[src/rtl/nr_inverse_sched.sv]
// nr_inverse_sched
// Shares one fully pipelined nr_inverse reciprocal unit among N_REQ
// requesters. A round-robin arbiter issues at most one divisor per cycle.
// A tag pipe that matches the unit latency follows each operation, and every
// result is steered into a per-requester first-word-fall-through response
// FIFO. Per-requester credits cover FIFO occupancy plus in-flight work, so a
// returning result always finds room, even when the requester stalls its
// response side.
//
// Ports
//   clk, rst_n       clock, asynchronous active-low reset
//   req_valid/ready  per-requester issue handshake (ready is the grant)
//   req_divisor      per-requester 16-bit divisor, requester i at [16*i +: 16]
//   div_divisor      registered divisor to nr_inverse divisor_in
//   div_valid        registered valid to nr_inverse valid_in
//   div_inverse      nr_inverse inverse_out
//   div_shift        nr_inverse shift_out
//   div_valid_out    nr_inverse valid_out
//   rsp_valid/ready  per-requester response handshake (valid = FIFO not empty)
//   rsp_inverse      FIFO head inverse, requester i at [18*i +: 18]
//   rsp_shift        FIFO head shift, requester i at [4*i +: 4]
//   rsp_dz           FIFO head came from a zero divisor
//   err_tag          sticky: tag/valid mismatch or FIFO overflow attempt
module nr_inverse_sched #(
  parameter int N_REQ   = 4,
  parameter int LATENCY = 25,
  parameter int DEPTH   = 4
) (
  input  logic                 clk,
  input  logic                 rst_n,
  input  logic [N_REQ-1:0]     req_valid,
  output logic [N_REQ-1:0]     req_ready,
  input  logic [N_REQ*16-1:0]  req_divisor,
  output logic [15:0]          div_divisor,
  output logic                 div_valid,
  input  logic [17:0]          div_inverse,
  input  logic [3:0]           div_shift,
  input  logic                 div_valid_out,
  output logic [N_REQ-1:0]     rsp_valid,
  input  logic [N_REQ-1:0]     rsp_ready,
  output logic [N_REQ*18-1:0]  rsp_inverse,
  output logic [N_REQ*4-1:0]   rsp_shift,
  output logic [N_REQ-1:0]     rsp_dz,
  output logic                 err_tag
);

  localparam int IDW = (N_REQ > 1) ? $clog2(N_REQ) : 1;
  localparam int AW  = $clog2(DEPTH);
  localparam int CW  = $clog2(DEPTH + 1);
  localparam int WW  = $clog2(LATENCY + 2);
  localparam logic [CW-1:0] CREDIT_MAX = CW'(DEPTH);
  localparam logic [WW-1:0] WARM_DONE  = WW'(LATENCY + 1);

  // Arbitration state and credits
  logic [IDW-1:0] last;
  logic [CW-1:0]  credit [N_REQ];

  // Grant decode
  logic           grant_any;
  logic [IDW-1:0] grant_id;
  logic [15:0]    sel_div;
  int             idx;

  // Tag travelling with div_valid, then LATENCY stages behind it
  logic           iss_v;
  logic [IDW-1:0] iss_id;
  logic           iss_dz;
  logic           pipe_v  [LATENCY];
  logic [IDW-1:0] pipe_id [LATENCY];
  logic           pipe_dz [LATENCY];
  logic           out_v;
  logic [IDW-1:0] out_id;
  logic           out_dz;

  // Response FIFOs
  logic [22:0]    mem    [N_REQ][DEPTH];
  logic [AW-1:0]  rd_ptr [N_REQ];
  logic [AW-1:0]  wr_ptr [N_REQ];
  logic [CW-1:0]  count  [N_REQ];
  logic [N_REQ-1:0] pop;
  logic [N_REQ-1:0] wr_req;
  logic [N_REQ-1:0] wr_ok;
  logic [N_REQ-1:0] overflow;
  logic [22:0]    wdata;

  // Warm-up counter
  logic [WW-1:0]  warm_cnt;
  logic           warm_done;

  // Round-robin search starting just after the last grantee. Eligibility needs
  // a pending request and a spare credit; the response-side ready is never
  // consulted here, so a stalled consumer only loses its own credits. The
  // grant is held off entirely while reset is asserted.
  always_comb begin
    req_ready = '0;
    grant_any = 1'b0;
    grant_id  = '0;
    sel_div   = '0;
    idx       = 0;
    for (int off = 1; off <= N_REQ; off++) begin
      idx = int'(last) + off;
      if (idx >= N_REQ) idx = idx - N_REQ;
      if (!grant_any && rst_n && req_valid[idx] && (credit[idx] != '0)) begin
        grant_any      = 1'b1;
        grant_id       = IDW'(idx);
        sel_div        = req_divisor[idx*16 +: 16];
        req_ready[idx] = 1'b1;
      end
    end
  end

  // The tag at the end of the pipe is the one expected to line up with the
  // unit's valid_out in this cycle.
  assign out_v     = pipe_v[LATENCY-1];
  assign out_id    = pipe_id[LATENCY-1];
  assign out_dz    = pipe_dz[LATENCY-1];
  assign warm_done = (warm_cnt == WARM_DONE);

  // A zero divisor gets a saturated reciprocal regardless of what the unit
  // produced, so the requester never has to interpret the unit's output for
  // that case.
  assign wdata = out_dz ? {18'h3FFFF, 4'h0, 1'b1}
                        : {div_inverse, div_shift, 1'b0};

  // Head-of-FIFO presentation. Outputs are forced to zero while a FIFO is
  // empty so stale memory never shows on the response bus.
  always_comb begin
    rsp_valid   = '0;
    rsp_inverse = '0;
    rsp_shift   = '0;
    rsp_dz      = '0;
    for (int i = 0; i < N_REQ; i++) begin
      rsp_valid[i] = (count[i] != '0);
      if (rsp_valid[i]) begin
        {rsp_inverse[i*18 +: 18], rsp_shift[i*4 +: 4], rsp_dz[i]} = mem[i][rd_ptr[i]];
      end
    end
  end

  // Write steering. A write is accepted if the FIFO has room or is being
  // popped in the same cycle; anything else is an overflow, which credits
  // should make impossible.
  always_comb begin
    pop      = rsp_valid & rsp_ready;
    wr_req   = '0;
    wr_ok    = '0;
    overflow = '0;
    for (int i = 0; i < N_REQ; i++) begin
      wr_req[i]   = out_v && div_valid_out && (int'(out_id) == i);
      wr_ok[i]    = wr_req[i] && ((count[i] != CREDIT_MAX) || pop[i]);
      overflow[i] = wr_req[i] && !wr_ok[i];
    end
  end

  // Issue register, round-robin pointer and credits. div_divisor holds its
  // last value on idle cycles. Credits go down on grant and up on pop; both
  // together for the same requester cancel out.
  always_ff @(posedge clk or negedge rst_n) begin
    if (!rst_n) begin
      last        <= IDW'(N_REQ - 1);
      div_valid   <= 1'b0;
      div_divisor <= '0;
      iss_v       <= 1'b0;
      iss_id      <= '0;
      iss_dz      <= 1'b0;
      for (int i = 0; i < N_REQ; i++) credit[i] <= CREDIT_MAX;
    end else begin
      div_valid <= grant_any;
      iss_v     <= grant_any;
      iss_id    <= grant_id;
      iss_dz    <= grant_any && (sel_div == 16'h0);
      if (grant_any) begin
        div_divisor <= sel_div;
        last        <= grant_id;
      end
      for (int i = 0; i < N_REQ; i++) begin
        if (req_ready[i] && !pop[i]) credit[i] <= credit[i] - 1'b1;
        else if (pop[i] && !req_ready[i]) credit[i] <= credit[i] + 1'b1;
      end
    end
  end

  // Tag pipe: shifts every cycle, invalid tags fill idle slots. Reset drops
  // everything in flight.
  always_ff @(posedge clk or negedge rst_n) begin
    if (!rst_n) begin
      for (int j = 0; j < LATENCY; j++) begin
        pipe_v[j]  <= 1'b0;
        pipe_id[j] <= '0;
        pipe_dz[j] <= 1'b0;
      end
    end else begin
      pipe_v[0]  <= iss_v;
      pipe_id[0] <= iss_id;
      pipe_dz[0] <= iss_dz;
      for (int j = 1; j < LATENCY; j++) begin
        pipe_v[j]  <= pipe_v[j-1];
        pipe_id[j] <= pipe_id[j-1];
        pipe_dz[j] <= pipe_dz[j-1];
      end
    end
  end

  // FIFO pointers and occupancy, plus the warm-up counter and the sticky
  // error. The unit has no reset, so valid_out pulses left over from before
  // reset are only trusted once the counter has covered the full latency.
  always_ff @(posedge clk or negedge rst_n) begin
    if (!rst_n) begin
      for (int i = 0; i < N_REQ; i++) begin
        rd_ptr[i] <= '0;
        wr_ptr[i] <= '0;
        count[i]  <= '0;
      end
      warm_cnt <= '0;
      err_tag  <= 1'b0;
    end else begin
      for (int i = 0; i < N_REQ; i++) begin
        if (pop[i])   rd_ptr[i] <= rd_ptr[i] + 1'b1;
        if (wr_ok[i]) wr_ptr[i] <= wr_ptr[i] + 1'b1;
        case ({wr_ok[i], pop[i]})
          2'b10:   count[i] <= count[i] + 1'b1;
          2'b01:   count[i] <= count[i] - 1'b1;
          default: count[i] <= count[i];
        endcase
      end
      if (!warm_done) warm_cnt <= warm_cnt + 1'b1;
      if ((warm_done && (out_v != div_valid_out)) || (|overflow)) err_tag <= 1'b1;
    end
  end

  // FIFO storage needs no reset; its contents are only visible through the
  // occupancy-gated head logic.
  always_ff @(posedge clk) begin
    for (int i = 0; i < N_REQ; i++) begin
      if (wr_ok[i]) mem[i][wr_ptr[i]] <= wdata;
    end
  end

endmodule

[config.mk]
export PLATFORM = sky130hd
export DESIGN_NAME = nr_inverse_sched
export DESIGN_NICKNAME = d
export VERILOG_FILES = /design/src/rtl/nr_inverse_sched.sv
export SDC_FILE = /design/constraint.sdc
export NUM_CORES = 1
export LEC_CHECK = 0
export CORE_MARGIN = 1
export CORE_UTILIZATION = 43
export CTS_BUF_LIST = sky130_fd_sc_hd__clkbuf_16
export DETAILED_ROUTE_END_ITERATION = 12
export MAX_ROUTING_LAYER = met4
export PLACE_DENSITY = 0.6
export SLEW_MARGIN = 20
export SYNTH_ARGS = -nofsm -noshare
export SYNTH_HDL_FRONTEND = slang
export SYNTH_SLANG_ARGS = --single-unit
[constraint.sdc]
create_clock -name clk -period 5.54 [get_ports clk]
set_input_delay 1.385 -clock clk [delete_from_list [all_inputs] [get_ports clk]]
set_output_delay 1.385 -clock clk [all_outputs]
set_load 0.05 [all_outputs]
==> flow_summary.html <==
<table>
<tr><th>Metric</th><th>Value</th></tr>
<tr><th colspan="2">Run status</th></tr>
<tr><td>Run status</td><td>finished, final reports clean</td></tr>
<tr><th colspan="2">Detailed routing</th></tr>
<tr><td>Initial drt markers</td><td>772</td></tr>
<tr><td>Residual antenna-violating net count after detailed routing</td><td>0</td></tr>
<tr><td>Drt wl/cell</td><td>21.05 um</td></tr>
<tr><td>Detail-routed via count per cell</td><td>5.315</td></tr>
<tr><td>Router iterations before antenna repair</td><td>4</td></tr>
<tr><td>Overall routed net length</td><td>49.01 mm</td></tr>
<tr><td>Final routed DRC violation total</td><td>0</td></tr>
<tr><td>Via count</td><td>12.37k</td></tr>
<tr><th colspan="2">Clocking</th></tr>
<tr><td>Clock root buffer</td><td>sky130_fd_sc_hd__clkbuf_16</td></tr>
<tr><td>CTS H-tree depth</td><td>2</td></tr>
<tr><td>Hold_buf cts</td><td>0</td></tr>
<tr><td>Post-CTS sizing</td><td>0</td></tr>
<tr><td>TritonCTS clock tree</td><td>done</td></tr>
<tr><td>Later-pin clock latency in the skew report</td><td>0.60 ns</td></tr>
<tr><td>Maximum clock insertion buffer count</td><td>3</td></tr>
<tr><td>Clock sink total</td><td>536</td></tr>
<tr><td>Number of buffers inserted during clock tree synthesis</td><td>55</td></tr>
<tr><td>CTS clk-pin slew, worst paths</td><td>0.06 ns</td></tr>
<tr><td>Count of buffers added by post-CTS timing repair for setup</td><td>0</td></tr>
<tr><th colspan="2">Yosys</th></tr>
<tr><td>Leading area contributor after synthesis</td><td>sky130_fd_sc_hd__edfxtp_1</td></tr>
<tr><td>Syn Std Cell Area</td><td>0.02230 mm2</td></tr>
<tr><td>Synthesized net count</td><td>1496</td></tr>
<tr><td>Yosys reg bits</td><td>536</td></tr>
<tr><td>Area fraction of the dominant cell type after synthesis</td><td>0.4955</td></tr>
<tr><td>Proportion of register bits with asynchronous set or reset after synthesis</td><td>0.3134</td></tr>
<tr><td>Number of enable flip-flop cells after synthesis</td><td>368</td></tr>
<tr><td>Share of the yosys chip area belonging to registers</td><td>0.6844</td></tr>
<tr><td>Post-Syn Area per Cell</td><td>16.40 um2</td></tr>
<tr><td>Total of warnings raised by yosys</td><td>0</td></tr>
<tr><td>Leading post-synthesis cells by cell area</td><td>sky130_fd_sc_hd__edfxtp_1, sky130_fd_sc_hd__dfrtp_1, sky130_fd_sc_hd__mux4_2, sky130_fd_sc_hd__and2_1, sky130_fd_sc_hd__mux2_2</td></tr>
<tr><td>Synthesized instance count</td><td>1360</td></tr>
<tr><td>Predominant post-synthesis flop cell</td><td>sky130_fd_sc_hd__edfxtp_1</td></tr>
<tr><td>Number of unique standard cell types used by synthesis</td><td>71</td></tr>
<tr><th colspan="2">STA</th></tr>
<tr><td>Worst-case hold slack</td><td>0.3434 ns</td></tr>
<tr><td>Final setup violation count</td><td>0</td></tr>
<tr><td>Max Transition Viols Final</td><td>0</td></tr>
<tr><td>RSZ-0062 raised after global routing</td><td>false</td></tr>
<tr><td>Fin Setup TNS</td><td>0 ns</td></tr>
<tr><td>Number of failing hold endpoints at the final stage</td><td>0</td></tr>
<tr><td>Worst Setup Slack, final</td><td>0.4024 ns</td></tr>
<tr><td>Part of the cycle the worst path needs</td><td>0.9274</td></tr>
<tr><td>Transition time at the pin with the least slew margin</td><td>1.124 ns</td></tr>
<tr><td>Max-Slew Margin vs Limit</td><td>0.2506</td></tr>
<tr><td>Fmax</td><td>194.6 MHz</td></tr>
<tr><td>Max Clock Skew</td><td>0.01892 ns</td></tr>
<tr><td>Tmin final</td><td>5.138 ns</td></tr>
<tr><th colspan="2">Critical path</th></tr>
<tr><td>Data arrival, critical path</td><td>3.75 ns</td></tr>
<tr><td>Critical path required time</td><td>4.16 ns</td></tr>
<tr><td>Highest fanout seen on the critical path</td><td>15</td></tr>
<tr><td>CP endpoint kind</td><td>output pin</td></tr>
<tr><td>Worst R2R Path Depth</td><td>10</td></tr>
<tr><td>Critical path class</td><td>primary input to output pin</td></tr>
<tr><td>Setup crit start kind</td><td>primary input</td></tr>
<tr><th colspan="2">Placed design</th></tr>
<tr><td>Post-place setup slack</td><td>0.4346 ns</td></tr>
<tr><td>Final Wtd Congestion</td><td>0.8665</td></tr>
<tr><td>Cell Count Post-Placement</td><td>2227</td></tr>
<tr><td>Area after detailed placement</td><td>0.02539 mm2</td></tr>
<tr><td>Half-perimeter wire length after detailed placement</td><td>31.78 mm</td></tr>
<tr><td>Buffers added on ports</td><td>214</td></tr>
<tr><th colspan="2">Floorplan</th></tr>
<tr><td>Effective utilization at floorplan</td><td>0.4347</td></tr>
<tr><td>Core region area</td><td>0.05130 mm2</td></tr>
<tr><td>Die Height</td><td>229.7 um</td></tr>
<tr><td>Standard-cell rows</td><td>83</td></tr>
<tr><td>Die area</td><td>0.05278 mm2</td></tr>
<tr><td>Overall die width</td><td>229.7 um</td></tr>
<tr><td>Io pins</td><td>215</td></tr>
<tr><th colspan="2">Finish</th></tr>
<tr><td>Cell area after layout</td><td>0.02715 mm2</td></tr>
<tr><td>Proportion of layout cells with a drive suffix above 1</td><td>0.1799</td></tr>
<tr><td>Area overhead of the layout relative to synthesis</td><td>21.74%</td></tr>
<tr><td>Final core utilization</td><td>0.5292</td></tr>
<tr><td>Leading cell types in the layout, fill and taps excluded</td><td>sky130_fd_sc_hd__edfxtp_1, sky130_fd_sc_hd__clkdlybuf4s50_1, sky130_fd_sc_hd__dfrtp_1</td></tr>
<tr><td>Number of standard cells in the final layout excluding fillers</td><td>2328</td></tr>
<tr><td>Layout fillers</td><td>4240</td></tr>
<tr><td>Most frequent standard cell in the layout excluding fill and tap cells</td><td>sky130_fd_sc_hd__edfxtp_1</td></tr>
<tr><td># nets final</td><td>1740</td></tr>
<tr><th colspan="2">Pwr</th></tr>
<tr><td>Share of total power in the clock network</td><td>0.214</td></tr>
<tr><td>Reported leakage power</td><td>9.896 nW</td></tr>
<tr><td>Portion of total power attributed to combinational logic</td><td>0.455</td></tr>
<tr><td>Tot Pwr</td><td>16.60 mW</td></tr>
<tr><td>Sw frac</td><td>0.3966</td></tr>
<tr><td>Net switching power of the design</td><td>6.585 mW</td></tr>
<tr><td>Part of the power in registers</td><td>0.331</td></tr>
<tr><td>Worst IR drop on VDD</td><td>0.3859 mV</td></tr>
<tr><td>Cell internal pwr</td><td>10.02 mW</td></tr>
<tr><td>Total power per unit cell area</td><td>611.6 mW/mm2</td></tr>
<tr><th colspan="2">Global route</th></tr>
<tr><td>Global routing usage summed across all routing layers</td><td>0.1932</td></tr>
<tr><td>Initial antenna violation count</td><td>3</td></tr>
<tr><td>Wire length of the first global-routing pass</td><td>75.28 mm</td></tr>
<tr><td>Total congestion overflow</td><td>0</td></tr>
<tr><td>Via count of the first global-routing pass</td><td>12.86k</td></tr>
<tr><td>Maximum number of pins on one net before global-route repair</td><td>163</td></tr>
<tr><th colspan="2">Flow run</th></tr>
<tr><td>Maxcap violations</td><td>0</td></tr>
<tr><th colspan="2">Min path</th></tr>
<tr><td>Worst hold path cell count</td><td>0</td></tr>
<tr><td>Class of the most critical hold timing path</td><td>flop to flop</td></tr>
</table>
==> metal layers <==
metal	up-vias	global-route usage	share of wire
met5	-	-	0
met4	0	0.05981	0.023
met3	75	0.03708	0.059
met2	362	0.3201	0.50
met1	6301	0.2405	0.42
li1	5636	-	-
==> area by class of cell <==
cell class                 count  area, um2  area share
multi-input combinational    709       6584      0.2425
timing repair buffer         259       2534     0.09333
clock buffer                  57       1426     0.05254
antenna                        3      7.507   0.0002765
tap                          680      850.8     0.03134
sequential                   536      15270      0.5624
clock inverter                41      316.6     0.01166
inverter                      43      161.4    0.005946
==> kinds of logic (layout without fill, tap and decap cells) <==
| family | Yosys count | count (layout) | synth area share |
|---|---|---|---|
| xor gates and xnor gates | 36 | 36 | 0.01414 |
| DFF | 536 | 536 | 0.6844 |
| AOI/OAI and AO/OA | 162 | 162 | 0.05038 |
| muxes | 168 | 168 | 0.1303 |
| buffers and inverters | 115 | 400 | 0.02082 |
| and+or+nand+nor | 304 | 304 | 0.07541 |
| adders and majority gates | 39 | 39 | 0.02457 |
| other | 0 | 3 | 0 |
==> Yosys cell counts, drive strengths merged, types with 5 or more instances <==
| library cell | n |
|---|---|
| mux4 | 94 |
| buf | 25 |
| nor2 | 42 |
| o21ai | 40 |
| edfxtp | 368 |
| inv | 43 |
| mux2i | 39 |
| xor2 | 10 |
| o22ai | 11 |
| or2 | 19 |
| nor3 | 16 |
| mux2 | 35 |
| dfstp | 6 |
| a22o | 6 |
| and2 | 112 |
| a22oi | 15 |
| dfrtp | 162 |
| a21o | 9 |
| nand2 | 55 |
| a21oi | 34 |
| fa | 8 |
| nand3 | 19 |
| nor2b | 5 |
| or3 | 8 |
| clkbuf | 47 |
| xnor2 | 26 |
| nand3b | 6 |
| ha | 31 |
| a222oi | 5 |
==> sequential cells by signal, indices dropped and copies added (netlist names) <==
signal / count
pipe_id: 48
div_divisor: 16
pipe_dz: 24
iss_dz: 1
count: 12
pipe_v: 24
err_tag: 1
wr_ptr: 8
iss_v: 1
iss_id: 2
last: 2
out_dz: 1
credit: 12
out_v: 1
out_id: 2
mem: 368
rd_ptr: 8
warm_cnt: 5
==> critical path: stages <==
cell and delay [ns]:
sky130_fd_sc_hd__clkdlybuf4s50_1 0.54, sky130_fd_sc_hd__o31ai_1 0.14, sky130_fd_sc_hd__mux2i_1 0.31, sky130_fd_sc_hd__a21o_1 0.50, sky130_fd_sc_hd__nor3_1 0.11, sky130_fd_sc_hd__buf_4 0.18, sky130_fd_sc_hd__a22oi_1 0.13, sky130_fd_sc_hd__o21ai_0 0.13
sky130_fd_sc_hd__buf_4 0.18, sky130_fd_sc_hd__buf_12 0.14
==> final timing paths <==
check,from,endpoint,slack [ns]
worst min register to register,pipe_dz[2],pipe_dz[1],0.34
max in group asynchronous,rst_n,rd_ptr[3],3.82
worst min-delay path,pipe_dz[2],pipe_dz[1],0.34
worst max register to register,last[1],iss_dz,1.44
worst max-delay path,req_valid[2],req_ready[2],0.40
min in group asynchronous,rst_n,div_divisor[2],0.63
==> power groups by stage <==
stage	Sequential (mW)	Combinational [mW]	Clock (mW)
after floorplan	5.50	5.23	0
after global placement	5.56	7.55	0
after detailed placement	5.57	7.61	0
after CTS	5.51	7.64	3.64
after global routing	5.58	8.06	3.78
final	5.49	7.56	3.55
(Power assumes the default switching activity.)
